==> config.mk <==
export PLATFORM = sky130hd
export DESIGN_NAME = ps2_rx_fifo
export DESIGN_NICKNAME = d
export VERILOG_FILES = /design/src/rtl/ps2_rx_fifo.sv
export SDC_FILE = /design/constraint.sdc
export NUM_CORES = 1
export LEC_CHECK = 0
export CAP_MARGIN = 15
export CORE_UTILIZATION = 60
export DETAILED_ROUTE_END_ITERATION = 8
export GPL_TIMING_DRIVEN = 0
export PLACE_DENSITY = 0.78
export REMOVE_ABC_BUFFERS = 1
export SETUP_SLACK_MARGIN = 0.4
export SYNTH_ARGS = -nofsm -noshare
export SYNTH_HDL_FRONTEND = slang
export SYNTH_SLANG_ARGS = --single-unit
==> constraint.sdc <==
create_clock -name Clock -period 6.2 [get_ports Clock]
set_input_delay 0.93 -clock Clock [delete_from_list [all_inputs] [get_ports Clock]]
set_output_delay 0.93 -clock Clock [all_outputs]
set_load 0.005 [all_outputs]
==> src/rtl/ps2_rx_fifo.sv <==
// PS/2 device-to-host receiver: synchronised and deglitched pins, 11-bit frame checker,
// and a first-word-fall-through byte FIFO with sticky overflow.
module ps2_rx_fifo #(
   parameter int unsigned FILTER_LEN  = 8,
   parameter int unsigned TIMEOUT_CYC = 5000,
   parameter int unsigned ADDR_W      = 3
) (
   input  logic              Clock,
   input  logic              Reset,
   input  logic              PS2_CLK,
   input  logic              PS2_DATA,
   input  logic              iRead,
   input  logic              iClearErr,
   output logic [7:0]        oData,
   output logic              oValid,
   output logic [ADDR_W:0]   oCount,
   output logic              oOverflow,
   output logic              oParityErr,
   output logic              oFrameErr
);

   localparam int unsigned DEPTH = 2 ** ADDR_W;
   localparam int unsigned CNT_W = ADDR_W + 1;
   localparam int unsigned FC_W  = (FILTER_LEN > 1) ? $clog2(FILTER_LEN) : 1;
   localparam int unsigned TO_W  = $clog2(TIMEOUT_CYC + 1);

   typedef enum logic [1:0] {S_IDLE, S_DATA, S_PARITY, S_STOP} state_e;

   logic              clk_s1_q, clk_s1_d, clk_s2_q, clk_s2_d;
   logic              dat_s1_q, dat_s1_d, dat_s2_q, dat_s2_d;
   logic              filt_q, filt_d;
   logic [FC_W-1:0]   fcnt_q, fcnt_d;
   logic              strobe_q, strobe_d;
   logic              sbit_q, sbit_d;

   state_e            state_q, state_d;
   logic [2:0]        bitcnt_q, bitcnt_d;
   logic [7:0]        sr_q, sr_d;
   logic              perr_q, perr_d;
   logic [TO_W-1:0]   tocnt_q, tocnt_d;
   logic              push_q, push_d;
   logic [7:0]        push_byte_q, push_byte_d;
   logic              perr_pulse_q, perr_pulse_d;
   logic              ferr_pulse_q, ferr_pulse_d;

   logic [7:0]        mem_q [DEPTH];
   logic [ADDR_W-1:0] wr_ptr_q, wr_ptr_d, rd_ptr_q, rd_ptr_d;
   logic [CNT_W-1:0]  count_q, count_d;
   logic              valid_q, valid_d;
   logic [7:0]        data_q, data_d;
   logic              ovf_q, ovf_d;
   logic              pop_c, full_c, push_eff_c, ovf_evt_c;

   // Synchroniser, clock filter and falling-edge strobe
   always_comb begin
      clk_s1_d = PS2_CLK;
      clk_s2_d = clk_s1_q;
      dat_s1_d = PS2_DATA;
      dat_s2_d = dat_s1_q;
      filt_d   = filt_q;
      fcnt_d   = '0;
      if (clk_s2_q != filt_q) begin
         if (fcnt_q == FC_W'(FILTER_LEN - 1)) filt_d = clk_s2_q;
         else                                  fcnt_d = fcnt_q + FC_W'(1);
      end
      strobe_d = filt_q & ~filt_d;
      sbit_d   = strobe_d ? dat_s2_q : sbit_q;
   end

   // Frame FSM: advances on strobes, aborts after TIMEOUT_CYC quiet cycles mid-frame
   always_comb begin
      state_d      = state_q;
      bitcnt_d     = bitcnt_q;
      sr_d         = sr_q;
      perr_d       = perr_q;
      tocnt_d      = '0;
      push_d       = 1'b0;
      push_byte_d  = push_byte_q;
      perr_pulse_d = 1'b0;
      ferr_pulse_d = 1'b0;
      if (strobe_q) begin
         unique case (state_q)
            S_IDLE: begin
               if (!sbit_q) begin
                  state_d  = S_DATA;
                  bitcnt_d = '0;
               end
            end
            S_DATA: begin
               sr_d     = {sbit_q, sr_q[7:1]};
               bitcnt_d = bitcnt_q + 3'd1;
               if (bitcnt_q == 3'd7) state_d = S_PARITY;
            end
            S_PARITY: begin
               perr_d  = ~^{sr_q, sbit_q};
               state_d = S_STOP;
            end
            S_STOP: begin
               state_d = S_IDLE;
               if (!sbit_q)     ferr_pulse_d = 1'b1;
               else if (perr_q) perr_pulse_d = 1'b1;
               else begin
                  push_d      = 1'b1;
                  push_byte_d = sr_q;
               end
            end
            default: state_d = S_IDLE;
         endcase
      end else if (state_q != S_IDLE) begin
         if (tocnt_q == TO_W'(TIMEOUT_CYC - 1)) begin
            state_d      = S_IDLE;
            ferr_pulse_d = 1'b1;
            bitcnt_d     = '0;
            sr_d         = '0;
         end else begin
            tocnt_d = tocnt_q + TO_W'(1);
         end
      end
   end

   // FWFT FIFO: head byte and flags registered, head forwarded when written this cycle
   always_comb begin
      pop_c      = iRead & valid_q;
      full_c     = (count_q == CNT_W'(DEPTH));
      push_eff_c = push_q & (~full_c | pop_c);
      ovf_evt_c  = push_q & full_c & ~pop_c;
      wr_ptr_d   = push_eff_c ? wr_ptr_q + ADDR_W'(1) : wr_ptr_q;
      rd_ptr_d   = pop_c ? rd_ptr_q + ADDR_W'(1) : rd_ptr_q;
      count_d    = count_q;
      if (push_eff_c && !pop_c)      count_d = count_q + CNT_W'(1);
      else if (pop_c && !push_eff_c) count_d = count_q - CNT_W'(1);
      valid_d = (count_d != '0);
      if (push_eff_c && (wr_ptr_q == rd_ptr_d)) data_d = push_byte_q;
      else                                      data_d = mem_q[rd_ptr_d];
      if (ovf_evt_c)      ovf_d = 1'b1;
      else if (iClearErr) ovf_d = 1'b0;
      else                ovf_d = ovf_q;
   end

   always_ff @(posedge Clock or negedge Reset) begin
      if (!Reset) begin
         clk_s1_q     <= 1'b1;
         clk_s2_q     <= 1'b1;
         dat_s1_q     <= 1'b1;
         dat_s2_q     <= 1'b1;
         filt_q       <= 1'b1;
         fcnt_q       <= '0;
         strobe_q     <= 1'b0;
         sbit_q       <= 1'b1;
         state_q      <= S_IDLE;
         bitcnt_q     <= '0;
         sr_q         <= '0;
         perr_q       <= 1'b0;
         tocnt_q      <= '0;
         push_q       <= 1'b0;
         push_byte_q  <= '0;
         perr_pulse_q <= 1'b0;
         ferr_pulse_q <= 1'b0;
         wr_ptr_q     <= '0;
         rd_ptr_q     <= '0;
         count_q      <= '0;
         valid_q      <= 1'b0;
         data_q       <= '0;
         ovf_q        <= 1'b0;
      end else begin
         clk_s1_q     <= clk_s1_d;
         clk_s2_q     <= clk_s2_d;
         dat_s1_q     <= dat_s1_d;
         dat_s2_q     <= dat_s2_d;
         filt_q       <= filt_d;
         fcnt_q       <= fcnt_d;
         strobe_q     <= strobe_d;
         sbit_q       <= sbit_d;
         state_q      <= state_d;
         bitcnt_q     <= bitcnt_d;
         sr_q         <= sr_d;
         perr_q       <= perr_d;
         tocnt_q      <= tocnt_d;
         push_q       <= push_d;
         push_byte_q  <= push_byte_d;
         perr_pulse_q <= perr_pulse_d;
         ferr_pulse_q <= ferr_pulse_d;
         wr_ptr_q     <= wr_ptr_d;
         rd_ptr_q     <= rd_ptr_d;
         count_q      <= count_d;
         valid_q      <= valid_d;
         data_q       <= data_d;
         ovf_q        <= ovf_d;
      end
   end

   always_ff @(posedge Clock or negedge Reset) begin
      if (!Reset) begin
         for (int i = 0; i < int'(DEPTH); i++) mem_q[i] <= '0;
      end else if (push_eff_c) begin
         mem_q[wr_ptr_q] <= push_byte_q;
      end
   end

   assign oData      = data_q;
   assign oValid     = valid_q;
   assign oCount     = count_q;
   assign oOverflow  = ovf_q;
   assign oParityErr = perr_pulse_q;
   assign oFrameErr  = ferr_pulse_q;

endmodule
==> flow_metrics.py, run 1 <==
metrics = {
    "finish": {
        "multiInputGateArea_mm2": 0.00313,
        "fin_cells": 759,
        "layout-drive-gt1-share_pct": 19.4,
        "layout_commonest_cell": "sky130_fd_sc_hd__dfrtp_1",
        "postLayoutCellArea_mm2": 0.00753,
        "antenna_cell_count": 0,
        "core_util_final_pct": 69.5,
        "layout_area_overhead_pct": 12.8,
        "layout.cells.most_common_list": "sky130_fd_sc_hd__dfrtp_1 (125), sky130_fd_sc_hd__mux2_2 (76), sky130_fd_sc_hd__nand2_1 (58), sky130_fd_sc_hd__mux2i_1 (38), sky130_fd_sc_hd__nor2_1 (35)",
        "design.final.nets": 626,
        "area.sequential_mm2": 0.00331,
        "fillCellCount": 774,
    },
    "worst_setup_path": {
        "critical_path_capture_point_type": "flop",
        "critical_path_peak_fanout": 31,
        "timing.setup.critical_path_class": "input pin to flop",
        "worst-endpoint-required_ps": 6600,
        "worstSetupStartpointType": "input pin",
        "timing.critical_path.arrival_ps": 4040,
    },
    "floorplanning": {
        "core_mm2": 0.0108,
        "boundaryPins": 22,
        "start_util_pct": 61.6,
        "num_rows": 38,
        "die_x_um": 107,
        "floorplan.die_area_mm2": 0.0116,
        "dieHeight_um": 107,
    },
    "drt": {
        "initialDrtViolationCount": 271,
        "wirelength_um": 13500,
        "route.vias.total": 4537,
        "route.detailed.vias_per_inst": 5.98,
        "drc": 0,
        "route.antenna.remaining_nets": 0,
        "routed_wire_length_per_instance_um": 17.8,
        "drt-pass1-iter-count": 5,
    },
    "clock_network": {
        "cts_post_setup_buffers_inserted": 0,
        "post_cts_resize_count": 0,
        "cts_buffers": 17,
        "cts-hold-fix-buffers": 0,
        "clk-insertion-delay-late_ps": 520,
        "cts_clock_pin_slew_for_the_worst_setup_and_hold_paths_ps": 60,
        "tritoncts": "yes",
        "cts_htree_levels": 4,
        "clock_tree.root_cell": "sky130_fd_sc_hd__clkbuf_8",
        "cts_max_path_buffers": 2,
        "cts_num_sinks": 132,
    },
    "global_route": {
        "antenna_found_initial": 0,
        "grt_pass1_wl_um": 22900,
        "grt_start_max_net_pins": 104,
        "global_route_total_usage_across_every_layer_pct": 25.9,
        "number_of_global_route_vias_before_repair": 4693,
        "grt_overflow_total": 0,
    },
    "timing": {
        "finalCritPeriodShare_pct": 58.7,
        "finalClockSkew_ps": 4.86,
        "timing.hold.ws_ps": 283,
        "finalMaxSlewViolations": 0,
        "setup_ws_ps": 2560,
        "report.final.setup_viol": 0,
        "max_freq_mhz": 275,
        "setup_total_negative_slack_ps": 0,
        "period_minus_slack_ps": 3640,
        "slew-limit-headroom_pct": 26.9,
        "worst-slew-pin-transition_ps": 1100,
        "timing_hold_violations_final": 0,
        "unrepaired_setup_endpoints_after_global_routing": "false",
    },
    "logic_synthesis": {
        "async_flop_share_pct": 100,
        "ys.warnings.count": 0,
        "yosysUniqueCellTypes": 53,
        "number_of_synthesized_flops_with_an_enable_pin": 0,
        "netlist_area_mm2": 0.00668,
        "synth_cells": 603,
        "syn_avg_cell_area_um2": 11.1,
        "synth_ff_type": "sky130_fd_sc_hd__dfrtp_1",
        "ys_seq_area_share_pct": 49.6,
        "synth.ff_latch_count": 132,
    },
    "outcome": {
        "outcome": "completed",
    },
    "power": {
        "power.leakage_nw": 3.42,
        "peakVddDrop_mv": 0.171,
        "power_density_over_the_cells_mw_per_mm2": 251,
        "post-layout-total-power_mw": 1.89,
    },
    "placed_design": {
        "finalWeightedCongestion": 0.777,
        "placement.io_buffers": 21,
        "pre_cts_slack_ps": 2100,
        "detailed_place.area_mm2": 0.00696,
        "post-dp-hpwl_um": 8950,
        "dpl.cell_count": 727,
    },
    "flow_run": {
        "max_cap_violations": 0,
    },
    "worst_hold_path": {
        "hold_class": "input pin to asynchronous set/reset pin",
    },
}
## path summary, 6_finish.rpt
check | cells after the start | slack (ps) | end | startpoint
min in group Clock | 0 | 360 | clk_s2_q | clk_s1_q
max | 6 | 2560 | mem_q[10] | iRead
min reg2reg | 0 | 360 | clk_s2_q | clk_s1_q
min | 1 | 280 | mem_q[2] | Reset
max in group asynchronous | 2 | 5130 | clk_s2_q | Reset
max reg2reg | 6 | 2610 | oData[2] | rd_ptr_q[0]
## synthesized netlist by cell type (all sizes together), types with 14 or more instances
cell	instances	area, µm²
buf	18	86.3
nor2	36	151
nand2	58	218
ha	14	175
a21oi	18	90.1
mux2i	38	380
clkbuf	21	78.8
inv	18	67.6
xnor2	21	184
mux2	76	856
dfrtp	126	3150
o21ai	21	105
## layer usage
metal	vias up	GRT usage, %	share of wire (%)
met1	2261	33.0	44
met4	0	11.3	1.6
met5	-	0	0
li1	2153	-	-
met3	19	4.96	4.3
met2	104	42.9	50
## flip-flops by register name, summed over array words and instances (netlist names), 4 cells and up
register and count:
tocnt_q 13, sr_q 8, push_byte_q 8, oCount 4
oData 8, mem_q 64
## power by group
group | leakage (nW) | switching [mW] | internal, mW
Clock | 0.281 | 0.349 | 0.613
Combinational | 1.32 | 0.0256 | 0.0166
Sequential | 1.82 | 0.00634 | 0.877
## worst max-delay path, stage by stage
cell and delay (ps):
sky130_fd_sc_hd__clkdlybuf4s50_1 620, sky130_fd_sc_hd__and2_1 900, sky130_fd_sc_hd__o21ai_1 370, sky130_fd_sc_hd__nor2_1 310
sky130_fd_sc_hd__and3_1 510, sky130_fd_sc_hd__mux2_2 400
## kinds of logic after synthesis
logic type	share of synthesized area, %
xor+xnor	4.05
simple gates	12.4
mux	18.5
buf+inv	3.54
flops	49.6
fa+ha+maj	2.62
compound gates	9.29
## area by class of cell
class,instances,area share (%)
clock buffers,24,6.38
well taps,140,2.32
multi-input cells,413,41.5
inverters,19,0.947
repair buffers,23,3.54
flip-flops and latches,132,44.0
clock inverters,8,1.31
Power figures use the tool's default switching activity.
==> run 2, diff against run 1 <==
==> constraint.sdc (replaced) <==
create_clock -name Clock -period 3.4 [get_ports Clock]
set_input_delay 0.51 -clock Clock [delete_from_list [all_inputs] [get_ports Clock]]
set_output_delay 0.51 -clock Clock [all_outputs]
set_load 0.005 [all_outputs]
==> flow_metrics.py, run 2 (synthesis gave the netlist of run 1 again) <==
metrics = {
    "global_route": {
        "number_of_global_route_vias_before_repair": 4717,
        "grt_overflow_total": 0,
        "grt_start_max_net_pins": 104,
        "antenna_found_initial": 0,
        "global_route_total_usage_across_every_layer_pct": 26.1,
        "grt_pass1_wl_um": 23100,
    },
    "worst_setup_path": {
        "critical_path_peak_fanout": 38,
        "crit_path_frequent_cell": "sky130_fd_sc_hd__mux2_2",
        "critical_path_capture_point_type": "flop",
        "crit_path_from": "rd_ptr_q[0]",
        "r2r_slack_ps": 580,
        "worst-endpoint-required_ps": 3800,
        "cp-endpoint": "oData[2]",
        "critPathSlowestCell": "sky130_fd_sc_hd__dfrtp_2",
        "timing.setup.critical_path_class": "flop to flop",
        "worstSetupStartpointType": "flop",
        "critical_path.reg2reg.endpoint": "oData[2]",
        "timing.critical_path.arrival_ps": 3220,
        "path_cells": "ha_2, mux2_2, xor2_1, nor4_4, mux2_2",
        "reg2reg_from": "rd_ptr_q[0]",
        "ff2ff_path_depth": 5,
        "worst_path_max_stage_delay_ps": 720,
    },
    "finish": {
        "antenna_cell_count": 0,
        "layout.cells.most_common_list": "sky130_fd_sc_hd__dfrtp_1 (124), sky130_fd_sc_hd__mux2_2 (76), sky130_fd_sc_hd__nand2_1 (58), sky130_fd_sc_hd__mux2i_1 (38), sky130_fd_sc_hd__nor2_1 (35)",
        "layout-drive-gt1-share_pct": 20.2,
        "max_reg_flops": 64,
        "core_util_final_pct": 70.2,
        "fillCellCount": 763,
        "max_flop_register": "mem_q",
        "layout_area_overhead_pct": 13.9,
        "multiInputGateArea_mm2": 0.00315,
        "layout_top_registers": "mem_q x64, tocnt_q x13",
        "layout_commonest_cell": "sky130_fd_sc_hd__dfrtp_1",
        "design.final.nets": 630,
        "area.sequential_mm2": 0.00332,
        "fin_cells": 763,
        "postLayoutCellArea_mm2": 0.00761,
    },
    "timing": {
        "unrepaired_setup_endpoints_after_global_routing": "false",
        "setup_total_negative_slack_ps": 0,
        "period_minus_slack_ps": 2820,
        "finalCritPeriodShare_pct": 82.9,
        "report.final.setup_viol": 0,
        "slew-limit-headroom_pct": 52.1,
        "max_freq_mhz": 355,
        "finalClockSkew_ps": 6.25,
        "setup_ws_ps": 582,
        "timing.hold.ws_ps": 357,
        "finalMaxSlewViolations": 0,
        "worst-slew-pin-transition_ps": 717,
        "timing_hold_violations_final": 0,
    },
    "clock_network": {
        "cts_htree_levels": 4,
        "cts_buffers": 17,
        "cts_max_path_buffers": 2,
        "tritoncts": "yes",
        "cts_clock_pin_slew_for_the_worst_setup_and_hold_paths_ps": 60,
        "clk-insertion-delay-late_ps": 530,
        "clock_tree.root_cell": "sky130_fd_sc_hd__clkbuf_8",
        "cts_num_sinks": 132,
    },
    "power": {
        "power_density_over_the_cells_mw_per_mm2": 453,
        "power.leakage_nw": 3.44,
        "peakVddDrop_mv": 0.312,
        "post-layout-total-power_mw": 3.45,
    },
    "placed_design": {
        "dpl.cell_count": 727,
        "finalWeightedCongestion": 0.777,
        "pre_cts_slack_ps": -279,
        "placement.io_buffers": 21,
        "post-dp-hpwl_um": 8950,
        "detailed_place.area_mm2": 0.00696,
    },
    "floorplanning": {
        "floorplan.die_area_mm2": 0.0116,
        "dieHeight_um": 107,
        "core_mm2": 0.0108,
        "start_util_pct": 61.6,
        "num_rows": 38,
        "boundaryPins": 22,
        "die_x_um": 107,
    },
    "drt": {
        "drc": 0,
        "routed_wire_length_per_instance_um": 18.1,
        "route.vias.total": 4576,
        "route.detailed.vias_per_inst": 6.00,
        "route.antenna.remaining_nets": 0,
        "wirelength_um": 13800,
        "initialDrtViolationCount": 244,
        "drt-pass1-iter-count": 4,
    },
    "flow_run": {
        "max_cap_violations": 0,
    },
    "outcome": {
        "outcome": "completed",
    },
    "worst_hold_path": {
        "hold_class": "flop to flop",
    },
}
[run 2: how the worst min path moves through the flow]
stage                   from          end  slack [ps]  depth (start not counted)
floorplan              Reset  bitcnt_q[0]         210                          0
detailed placement  clk_s1_q     clk_s2_q         350                          0
CTS                 clk_s1_q     clk_s2_q         360                          0
global route        clk_s1_q     clk_s2_q         360                          0
finish              clk_s1_q     clk_s2_q         360                          0
global placement    clk_s1_q     clk_s2_q         350                          0
[run 2: critical path: cells and delay by family (launching register included)]
family | cells | cell delay, ps
simple gates | 1 | 460
fa+ha+maj | 1 | 550
mux | 2 | 780
flops | 1 | 720
xor+xnor | 1 | 170
[run 2: routing by layer]
| layer | global-route usage, % | vias up | part of all wire [%] |
|---|---|---|---|
| met5 | 0 | - | 0 |
| met4 | 11.4 | 0 | 2.2 |
| met3 | 5.08 | 26 | 4.0 |
| met2 | 43.5 | 107 | 51 |
| met1 | 33.0 | 2281 | 43 |
| li1 | - | 2162 | - |
[run 2: where the power goes]
| part | total [mW] | internal (mW) | switching [mW] |
|---|---|---|---|
| Combinational | 0.0778 | 0.0310 | 0.0468 |
| Clock | 1.76 | 1.12 | 0.642 |
| Sequential | 1.61 | 1.60 | 0.0116 |
| Total | 3.45 | 2.75 | 0.700 |
[run 2: layout make-up]
type	instances	share of cell area, %
Sequential cell	132	43.6
Inverter	19	0.938
Tap cell	140	2.30
Clock buffer	24	6.32
Multi-Input combinational cell	413	41.4
Timing Repair Buffer	27	4.19
Clock inverter	8	1.30
[run 2: repair_timing]
item                                    4_1_cts  5_1_grt
pin swaps                                     1        0
buffers inserted                              2        1
gates resized for setup                       5        0
hold endpoints to repair                     29        0
hold buffers                                  1        0
gates cloned                                  0        0
endpoints found under the setup margin       16        3
